==> src/rtl/snn_ctrl_pkg.sv <==
// Shared definitions for the presynaptic spike-buffer step scheduler.
// State encoding, spike window geometry and the buffer command bundle.
package snn_ctrl_pkg;

  localparam int N_BEAT  = 144;
  localparam int SPK_NIB = 4;
  localparam int STEP_W  = 8;

  typedef enum logic [3:0] {
    S_IDLE,
    S_INIT,
    S_W_INIT,
    S_FILL,
    S_KICK,
    S_REPLAY,
    S_W_PB,
    S_NRN,
    S_W_NRN,
    S_STDP,
    S_W_STDP,
    S_NEXT,
    S_DONE
  } sched_state_e;

  // One-cycle command pulses towards the preBuffer.
  typedef struct packed {
    logic init;
    logic b_run;
    logic stdp_run;
  } pb_cmd_t;

endpackage

==> src/rtl/pb_step_scheduler_if.sv <==
// Spike source, preBuffer and neuron-stage handshakes of pb_step_scheduler.
// master is the scheduler side, slave the surrounding pipeline.
interface pb_step_scheduler_if;
  import snn_ctrl_pkg::*;

  logic [SPK_NIB-1:0] i_src_spike;
  logic               i_src_valid;
  logic               o_src_ready;
  logic               o_pb_init;
  logic               o_pb_b_run;
  logic               o_pb_stdp_run;
  logic [SPK_NIB-1:0] o_pb_spike;
  logic               o_pb_valid;
  logic               i_pb_done;
  logic               o_nrn_run;
  logic               i_nrn_done;

  modport master (
    input  i_src_spike, i_src_valid, i_pb_done, i_nrn_done,
    output o_src_ready, o_pb_init, o_pb_b_run, o_pb_stdp_run,
           o_pb_spike, o_pb_valid, o_nrn_run
  );

  modport slave (
    output i_src_spike, i_src_valid, i_pb_done, i_nrn_done,
    input  o_src_ready, o_pb_init, o_pb_b_run, o_pb_stdp_run,
           o_pb_spike, o_pb_valid, o_nrn_run
  );

endinterface

==> src/rtl/pb_spike_stage.sv <==
// Local spike window store: written one nibble per accepted source beat,
// then read back sequentially for replay; owns the shared beat counter.
module pb_spike_stage
  import snn_ctrl_pkg::*;
#(
  parameter int DEPTH = N_BEAT
) (
  input  logic               clk,
  input  logic               reset,
  input  logic               clr,
  input  logic               wr_en,
  input  logic [SPK_NIB-1:0] wr_data,
  input  logic               rd_en,
  output logic [SPK_NIB-1:0] rd_data,
  output logic               last
);

  localparam int BEAT_W = $clog2(DEPTH);

  logic [SPK_NIB-1:0] mem [DEPTH];
  logic [BEAT_W-1:0]  beat;

  // Counter is held at zero outside FILL/REPLAY so each phase starts at beat 0.
  always_ff @(posedge clk) begin
    if (reset || clr) begin
      beat <= '0;
    end else if (wr_en || rd_en) begin
      beat <= beat + BEAT_W'(1);
    end
  end

  always_ff @(posedge clk) begin
    if (wr_en) begin
      mem[beat] <= wr_data;
    end
  end

  assign rd_data = mem[beat];
  assign last    = (beat == BEAT_W'(DEPTH - 1));

endmodule

==> src/rtl/pb_step_scheduler.sv <==
// Per-timestep sequencer for the presynaptic spike buffer: init, fill, replay,
// neuron update, step. Optional STDP phase is built with PB_SCHED_STDP_EN.
module pb_step_scheduler #(
  parameter int N_BEAT = snn_ctrl_pkg::N_BEAT,
  parameter int STEP_W = snn_ctrl_pkg::STEP_W
) (
  input  logic                clk,
  input  logic                reset,
  input  logic                i_start,
  input  logic [STEP_W-1:0]   i_num_step,
  input  logic                i_learn,
  pb_step_scheduler_if.master bus,
  output logic                o_busy,
  output logic [STEP_W-1:0]   o_step,
  output logic                o_done
);
  import snn_ctrl_pkg::*;

  sched_state_e       state;
  sched_state_e       state_nxt;
  logic [STEP_W-1:0]  step;
  logic [STEP_W-1:0]  num_q;
  logic               last_step;
  pb_cmd_t            cmd;
  logic               src_ready;
  logic               pb_valid;
  logic               nrn_run;
  logic               wr_en;
  logic               rd_en;
  logic               stage_clr;
  logic               stage_last;
  logic [SPK_NIB-1:0] stage_data;

  assign last_step = (step == num_q - STEP_W'(1));

  // A zero step count runs a single timestep.
  always_ff @(posedge clk) begin
    if (reset) begin
      state <= S_IDLE;
      step  <= '0;
      num_q <= '0;
    end else begin
      state <= state_nxt;
      if (state == S_IDLE && i_start) begin
        num_q <= (i_num_step == '0) ? STEP_W'(1) : i_num_step;
      end
      if (state == S_NEXT) begin
        step <= last_step ? '0 : step + STEP_W'(1);
      end
    end
  end

`ifdef PB_SCHED_STDP_EN
  logic learn_q;

  always_ff @(posedge clk) begin
    if (reset) begin
      learn_q <= 1'b0;
    end else if (state == S_IDLE && i_start) begin
      learn_q <= i_learn;
    end
  end
`else
  logic unused_learn;
  assign unused_learn = i_learn;
`endif

  always_comb begin
    state_nxt = state;
    cmd       = '0;
    src_ready = 1'b0;
    pb_valid  = 1'b0;
    nrn_run   = 1'b0;
    wr_en     = 1'b0;
    rd_en     = 1'b0;
    case (state)
      S_IDLE:   if (i_start) state_nxt = S_INIT;
      S_INIT: begin
        cmd.init  = 1'b1;
        state_nxt = S_W_INIT;
      end
      S_W_INIT: if (bus.i_pb_done) state_nxt = S_FILL;
      S_FILL: begin
        src_ready = 1'b1;
        wr_en     = bus.i_src_valid;
        if (bus.i_src_valid && stage_last) state_nxt = S_KICK;
      end
      S_KICK: begin
        cmd.b_run = 1'b1;
        state_nxt = S_REPLAY;
      end
      // The buffer takes one beat per cycle, so replay never pauses.
      S_REPLAY: begin
        pb_valid = 1'b1;
        rd_en    = 1'b1;
        if (stage_last) state_nxt = S_W_PB;
      end
      S_W_PB:   if (bus.i_pb_done) state_nxt = S_NRN;
      S_NRN: begin
        nrn_run   = 1'b1;
        state_nxt = S_W_NRN;
      end
`ifdef PB_SCHED_STDP_EN
      S_W_NRN:  if (bus.i_nrn_done) state_nxt = learn_q ? S_STDP : S_NEXT;
      S_STDP: begin
        cmd.stdp_run = 1'b1;
        state_nxt    = S_W_STDP;
      end
      S_W_STDP: if (bus.i_pb_done) state_nxt = S_NEXT;
`else
      S_W_NRN:  if (bus.i_nrn_done) state_nxt = S_NEXT;
`endif
      S_NEXT:   state_nxt = last_step ? S_DONE : S_FILL;
      S_DONE:   state_nxt = S_IDLE;
      default:  state_nxt = S_IDLE;
    endcase
  end

  assign stage_clr = !(state == S_FILL || state == S_REPLAY);

  pb_spike_stage #(
    .DEPTH (N_BEAT)
  ) u_stage (
    .clk     (clk),
    .reset   (reset),
    .clr     (stage_clr),
    .wr_en   (wr_en),
    .wr_data (bus.i_src_spike),
    .rd_en   (rd_en),
    .rd_data (stage_data),
    .last    (stage_last)
  );

  assign bus.o_src_ready   = src_ready;
  assign bus.o_pb_init     = cmd.init;
  assign bus.o_pb_b_run    = cmd.b_run;
  assign bus.o_pb_stdp_run = cmd.stdp_run;
  assign bus.o_pb_valid    = pb_valid;
  assign bus.o_pb_spike    = pb_valid ? stage_data : '0;
  assign bus.o_nrn_run     = nrn_run;

  assign o_busy = (state != S_IDLE) && (state != S_DONE);
  assign o_done = (state == S_DONE);
  assign o_step = step;

endmodule

==> src/flat_wrapper.sv <==
// flat-port wrapper written by rule: the top's interface ports become plain ports
module pb_step_scheduler_flat import snn_ctrl_pkg::*;
#(
  parameter int N_BEAT = snn_ctrl_pkg::N_BEAT,
  parameter int STEP_W = snn_ctrl_pkg::STEP_W
)
  (clk, reset, i_start, i_num_step, i_learn, o_busy, o_step, o_done, bus_i_src_spike, bus_i_src_valid, bus_i_pb_done, bus_i_nrn_done, bus_o_src_ready, bus_o_pb_init, bus_o_pb_b_run, bus_o_pb_stdp_run, bus_o_pb_spike, bus_o_pb_valid, bus_o_nrn_run);
  pb_step_scheduler_if bus_i ();
  input  logic clk;
  input  logic reset;
  input  logic i_start;
  input  logic [STEP_W-1:0] i_num_step;
  input  logic i_learn;
  output logic o_busy;
  output logic [STEP_W-1:0] o_step;
  output logic o_done;
  input wire logic [$bits(bus_i.i_src_spike)-1:0] bus_i_src_spike;
  input wire logic [$bits(bus_i.i_src_valid)-1:0] bus_i_src_valid;
  input wire logic [$bits(bus_i.i_pb_done)-1:0] bus_i_pb_done;
  input wire logic [$bits(bus_i.i_nrn_done)-1:0] bus_i_nrn_done;
  output wire logic [$bits(bus_i.o_src_ready)-1:0] bus_o_src_ready;
  output wire logic [$bits(bus_i.o_pb_init)-1:0] bus_o_pb_init;
  output wire logic [$bits(bus_i.o_pb_b_run)-1:0] bus_o_pb_b_run;
  output wire logic [$bits(bus_i.o_pb_stdp_run)-1:0] bus_o_pb_stdp_run;
  output wire logic [$bits(bus_i.o_pb_spike)-1:0] bus_o_pb_spike;
  output wire logic [$bits(bus_i.o_pb_valid)-1:0] bus_o_pb_valid;
  output wire logic [$bits(bus_i.o_nrn_run)-1:0] bus_o_nrn_run;
  assign bus_i.i_src_spike = bus_i_src_spike;
  assign bus_i.i_src_valid = bus_i_src_valid;
  assign bus_i.i_pb_done = bus_i_pb_done;
  assign bus_i.i_nrn_done = bus_i_nrn_done;
  assign bus_o_src_ready = bus_i.o_src_ready;
  assign bus_o_pb_init = bus_i.o_pb_init;
  assign bus_o_pb_b_run = bus_i.o_pb_b_run;
  assign bus_o_pb_stdp_run = bus_i.o_pb_stdp_run;
  assign bus_o_pb_spike = bus_i.o_pb_spike;
  assign bus_o_pb_valid = bus_i.o_pb_valid;
  assign bus_o_nrn_run = bus_i.o_nrn_run;
  pb_step_scheduler #(.N_BEAT(N_BEAT), .STEP_W(STEP_W)) u_core (.clk(clk), .reset(reset), .i_start(i_start), .i_num_step(i_num_step), .i_learn(i_learn), .bus(bus_i), .o_busy(o_busy), .o_step(o_step), .o_done(o_done));
endmodule
==> config.mk <==
export PLATFORM = sky130hd
export DESIGN_NAME = pb_step_scheduler_flat
export DESIGN_NICKNAME = d
export VERILOG_FILES = /design/src/rtl/snn_ctrl_pkg.sv /design/src/rtl/pb_step_scheduler_if.sv /design/src/rtl/pb_spike_stage.sv /design/src/rtl/pb_step_scheduler.sv /design/src/flat_wrapper.sv
export SDC_FILE = /design/constraint.sdc
export NUM_CORES = 1
export LEC_CHECK = 0
export ABC_AREA = 0
export BUFFER_PORTS_ARGS = -buffer_cell sky130_fd_sc_hd__buf_2
export CORE_ASPECT_RATIO = 1.2
export CORE_UTILIZATION = 40
export DETAILED_ROUTE_END_ITERATION = 10
export PLACE_DENSITY = 0.63
export SLEW_MARGIN = 20
export SYNTH_ARGS = -nofsm -noshare
export SYNTH_HDL_FRONTEND = slang
export SYNTH_HIERARCHICAL = 1
export SYNTH_SLANG_ARGS = --single-unit
==> constraint.sdc <==
create_clock -name clk -period 3.37 [get_ports clk]
set_input_delay 0.1685 -clock clk [delete_from_list [all_inputs] [get_ports clk]]
set_output_delay 0.1685 -clock clk [all_outputs]
set_load 0.02 [all_outputs]
Yosys cells after proc, flatten, opt, wreduce, memory -nomap -nowiden
Memory sizes are Yosys's and may differ from the RTL's. A register that Yosys moved wholly into a read port is not among the register bits.
Cells that the tools add are included.
- bits in registers: 28
- output and inout bits: 20
- memories: 1
- RAM bits: 576
- input port bits: 19
- memory list (name ; depth ; width ; rd ports ; clocked after Yosys merged registers in ; wr ports ; RTL line ; source):
    u_core.u_stage.mem ; 144 ; 4 ; 1 ; 1 ; 1 ; pb_spike_stage.sv:20 ; logic [SPK_NIB-1:0] mem [DEPTH];
- equality and inequality tests: 19
- muxes and demuxes: 21
- $add $sub $neg: 3
- reductions and logical operators: 11
- operators with widths (kind ; count):
    4-bit one-hot mux with 10 select lines ; 1
    4-bit 2-to-1 mux ; 8
    8-bit 2-to-1 mux ; 4
    8-bit by 1-bit adder with 8-bit output (second input constant) ; 2
    4-bit by 3-bit equality test with 1-bit output (second input constant) ; 4
    4-bit equality test (second input constant) ; 3
    4-bit by 2-bit equality test with 1-bit output (second input constant) ; 2
    8-bit equality test ; 1
    8-bit equality test (second input constant) ; 1
    8-bit zero test ; 1
    1-bit 2-to-1 mux ; 8
    2-bit inequality test (second input constant) ; 4
    8-bit by 1-bit subtractor with 8-bit output (second input constant) ; 1
    6-bit AND reduction ; 1
    4-bit by 1-bit equality test with 1-bit output (second input constant) ; 1
    4-bit zero test ; 1
    2-bit by 1-bit inequality test with 1-bit output (second input constant) ; 2
    4-bit inequality test (second input constant) ; 1
    4-bit nonzero test ; 1
    1-bit logical AND ; 3
    1-bit logical OR ; 3
    1-bit zero test ; 1

Longest topological paths before layout
- word-level depth: 5
- depth in mapped cells: 12
- depth with buffers taken out: 8

Cells and area by module
The synthesis kept the hierarchy.
- modules (own cells, without submodules) (module ; seq. area each (um^2) ; times used ; area an instance (um^2) ; cells an instance):
    pb_spike_stage ; 17616.9 ; 1 ; 23821.6 ; 1316
    pb_step_scheduler ; 400.4 ; 1 ; 1325.0 ; 162

Least setup slack after synthesis
No wires, ideal clock.
- path type: register -> register
- start point: register u_core.state[2]
- end point: memory u_core.u_stage.mem[122][0] (enable)
- period minus slack after synthesis: 2.581 ns
- path slack: 0.789 ns
- setup time: 0.330 ns
- data arrival time: 2.251 ns
- stages on the path, launching flop included: 9
- cell sequence: dfxtp_1 -> buf_2 -> nand2b_1 -> nor2_1 -> and2_1 -> clkbuf_1 -> clkbuf_1 -> nand4b_1 -> nor2_1
- word-level cells in the longest chain between the ends: 4
- ends and longest elaborated chain (what ; RTL line ; source):
    from (decl) ; pb_step_scheduler.sv:19 ; sched_state_e state;
    from (signal assigned) ; pb_step_scheduler.sv:43 ; state <= state_nxt;
    4-bit by 2-bit equality test with 1-bit output ; pb_step_scheduler.sv:76 ; case (state)
    1-bit 2-to-1 mux ; pb_step_scheduler.sv:76 ;
    via u_core.wr_en ; pb_step_scheduler.sv:28 ; logic wr_en;
    1-bit 2-to-1 mux ; pb_spike_stage.sv:33 ; if (wr_en) begin
    1-bit 2-to-1 mux (implied by the code) ; pb_spike_stage.sv:34 ; mem[beat] <= wr_data;
    to (decl) ; pb_spike_stage.sv:20 ;
The timed path passes the listed nets, and every way through them passes these cells.

==> qor.txt <==
Status: finished with violations
Failing checks: setup timing
Pint: 12.6 mW
Clock power frac: 42.7%
Layout area overhead: 16.5%
CP Max Fanout: 7
Worst path depth: 9
IO buf count: 36
CTS tree: yes
Yosys cell types: 68
Synthesized area: 25100 µm²
Num CTS Buffers: 58
Skew final: 0.0209 ns
EDFF count, synth: 576
Post-Syn Instances: 1478
Total Neg Setup Slack: -0.0675 ns
Gate power share: 3.9%
Final hold vios: 0
Final hold slack: 0.0395 ns
Final period util: 101%
Routed len/inst: 24.7 µm
Max layer used: met4
# nets final: 1634
Synth Area per Inst: 17.0 µm²
Clock tree buffer depth: 3
Critical path class: register to output port
Met2 routed WL: 31700 µm
Die ar.: 63900 µm²
Worst flop-to-flop path endpoint: u_core/u_stage/mem[131][3]
Vias: 13.8k
Wl on met1: 24200 µm
Antenna violations before repair: 0
Final Max Tran Viols: 0
Sequential share of power: 53.4%
Startpoint Class: register
Final antenna-violating net count: 0
Ys Warns: 6
DRT iter0 DRCs: 1357
Routability congestion estimate: 0.919
Crit path arrival time: 3.25 ns
Final core utilization: 47.2%
Unrepaired setup endpoints after global routing: yes
Worst setup path end: bus_o_pb_spike[3]
Design area: 29300 µm²
Reg-to-reg startpoint: u_core/state[0]
DP HPWL: 40100 µm
Layout cells sized above 1: 22.8%
Die Wd: 231 µm
Placed cell area: 26500 µm²
Effective utilization at floorplan: 40.5%
Max Fclk: 0.293 GHz
1st-pass router iterations: 5
CP bufs+invs: 3
Pin count of the biggest net entering global routing: 105
Post-synthesis sequential area ratio: 71.6%
Finish-stage setup viols: 3
Core area: 62100 µm²
Routed wire length: 61100 µm
DP Worst Slack: 0.0530 ns
Number of remaining DRC errors: 0
Crit-path slowest cell: mux4_2
Max Cap Viol: 0
Main synth FF type: edfxtp_1
Remaining Overflow, GRT: 0
Clk slew on worst S/H paths: 0.07 ns
Sw Share: 20.1%
Biggest area consumer among synthesized cells: edfxtp_1
H-Tree Depth: 2
Ys async rst share: 0%
Crit-path leading delay family: multiplexers
Critical Path RT: 3.20 ns
Reg-to-reg setup timing slack: 0.44 ns
I/O pin count: 39
Sink Count: 612
Root Buffer: clkbuf_16
GRT Overall Usage: 19.3%
Synth top area share: 68.8%
Tmin final: 3.41 ns
NetSw: 3.17 mW
Vias per std cell: 5.59
Worst slew pin tran: 1.06 ns
Clock Latency Late Sink: 0.61 ns
Diodes inserted: 0
Crit path largest cell delay: 0.55 ns
Vias in the first global route: 14.3k
CP endpoint kind: output port
Maximum VDD drop: 0.000445 V
Lkg Pwr: 8.97 nW
FF-to-FF path depth: 6
Mapped Nets: 1503
Die Span Y: 277 µm
Synth Register Bits: 612
Worst hold path type: input pin to register
Met3 routed WL: 3420 µm
Area contributors post-synth: edfxtp_1, mux4_2, mux2i_1
Pwr Density: 537 nW/µm²
Slew HR: 29.0%
Fin worst setup slack: -0.0443 ns
Global-route wire length before repair: 91400 µm
Core Rows: 100
Crit path cell chain: buf_4 > buf_4 > mux4_2 > mux4_2 > nor3b_4 > nor4_4 > nor3_1 > and2_4 > buf_6
[registers in the layout (all words and copies together) (netlist names), named ones only]
| register | flops |
|---|---|
| u_core/u_stage/mem | 576 |
| u_core/num_q | 8 |
| u_core/u_stage/beat | 8 |
| u_core/state | 4 |
| u_core/o_step | 8 |
[cell families (layout without fill, tap and decap cells)]
| logic type | Yosys count | in the layout | share of synthesized area [%] |
|---|---|---|---|
| simple gates | 394 | 394 | 7.34 |
| flops | 612 | 612 | 71.6 |
| fa+ha+maj | 6 | 6 | 0.299 |
| buf+inv | 90 | 264 | 2.13 |
| mux | 223 | 223 | 14.1 |
| compound gates | 128 | 128 | 3.58 |
| other cells | 1 | 1 | 0.0149 |
| xor+xnor | 24 | 24 | 0.836 |
[worst min path at each step]
| stage | startpoint | to | slack (ns) | depth (start not counted) |
|---|---|---|---|---|
| 6_report | bus_i_src_spike[1] | u_core/u_stage/mem[91][1] | 0.04 | 1 |
| 5_1_grt | bus_i_src_spike[1] | u_core/u_stage/mem[82][1] | 0.04 | 1 |
| 4_1_cts | bus_i_src_spike[1] | u_core/u_stage/mem[81][1] | 0.02 | 1 |
| 3_5_place_dp | i_num_step[6] | u_core/num_q[6] | 0.43 | 3 |
| 3_3_place_gp | i_num_step[2] | u_core/num_q[2] | 0.42 | 3 |
| 2_1_floorplan | bus_i_src_spike[0] | u_core/u_stage/mem[0][0] | 0.27 | 0 |
[Yosys cell counts (all sizes together) (2+ instances only)]
library cell / n
a2111oi: 2
a211oi: 9
a21oi: 23
a221oi: 2
a22oi: 14
a311oi: 3
and2: 8
and3: 5
and4: 2
buf: 49
clkbuf: 35
dfxtp: 36
edfxtp: 576
ha: 6
inv: 6
mux2: 7
mux2i: 113
mux4: 103
nand2: 50
nand2b: 15
nand3: 45
nand3b: 5
nand4: 12
nor2: 176
nor2b: 23
nor3: 30
nor3b: 6
nor4: 8
o211ai: 7
o21ai: 15
o21bai: 2
o221ai: 15
o22ai: 22
or2: 4
or3: 2
xnor2: 8
xor2: 16
[worst reg2reg max path: stages, from the launching register on]
cell      delay [ns]
dfxtp_1         0.59
nand2b_1        0.12
nor2_1          0.19
and2_1          0.24
nor2b_1         0.38
nand2_1         0.53
nor2_1          0.53
[cells in the final DEF, fill, tap and decap left out, types with 10 or more instances in the layout]
cell type	n
edfxtp_1	576
nor2_1	172
mux2i_1	111
mux4_2	100
buf_4	78
clkbuf_16	61
nand2_1	49
nand3_1	42
dfxtp_1	31
buf_2	29
nor3_1	29
nor2b_1	22
o22ai_1	22
a21oi_1	20
dlygate4sd3_1	18
buf_12	16
xor2_1	16
o21ai_0	14
o221ai_1	14
clkbuf_1	13
nand2b_1	13
a22oi_1	13
nand4_1	12
buf_6	10
[what timing repair did]
item,CTS,global route
gates cloned,4,0
pin swaps,12,11
hold buffers,18,0
hold endpoints to repair,11,0
setup buffers,16,13
gates resized for setup,70,13
setup endpoints to repair,4,4
[stage by stage]
| stage | instances | power, mW |
|---|---|---|
| 2_1_floorplan | 1478 | 8.89 |
| 3_3_place_gp | 2319 | 9.11 |
| 3_5_place_dp | 2319 | 9.14 |
| 4_1_cts | 2458 | 15.8 |
| 5_1_grt | 2468 | 16.2 |
| 6_report | 2468 | 15.7 |
[per-layer routing]
layer | vias up | GRT usage [%]
met4 | 0 | 6.55
li1 | 6103 | -
met1 | 7152 | 24.6
met3 | 84 | 2.62
met2 | 468 | 33.6
met5 | - | 0
[cell type report]
class	instances	area [µm²]
fill	5276	32800
sequential	612	18000
multi-input combinational	776	6810
clock buffer	74	1580
timing repair buffer	155	1450
tap	816	1020
clock inverter	29	375
inverter	6	22.5
[power groups by stage]
stage               sequential, mW  combinational [mW]  clock (mW)
floorplan                     8.53               0.354           0
global placement              8.56               0.556           0
detailed placement            8.56               0.575           0
CTS                           8.40               0.619        6.82
global route                  8.40               0.675        7.09
finish                        8.40               0.617        6.71
Power figures use the tool's default switching activity.
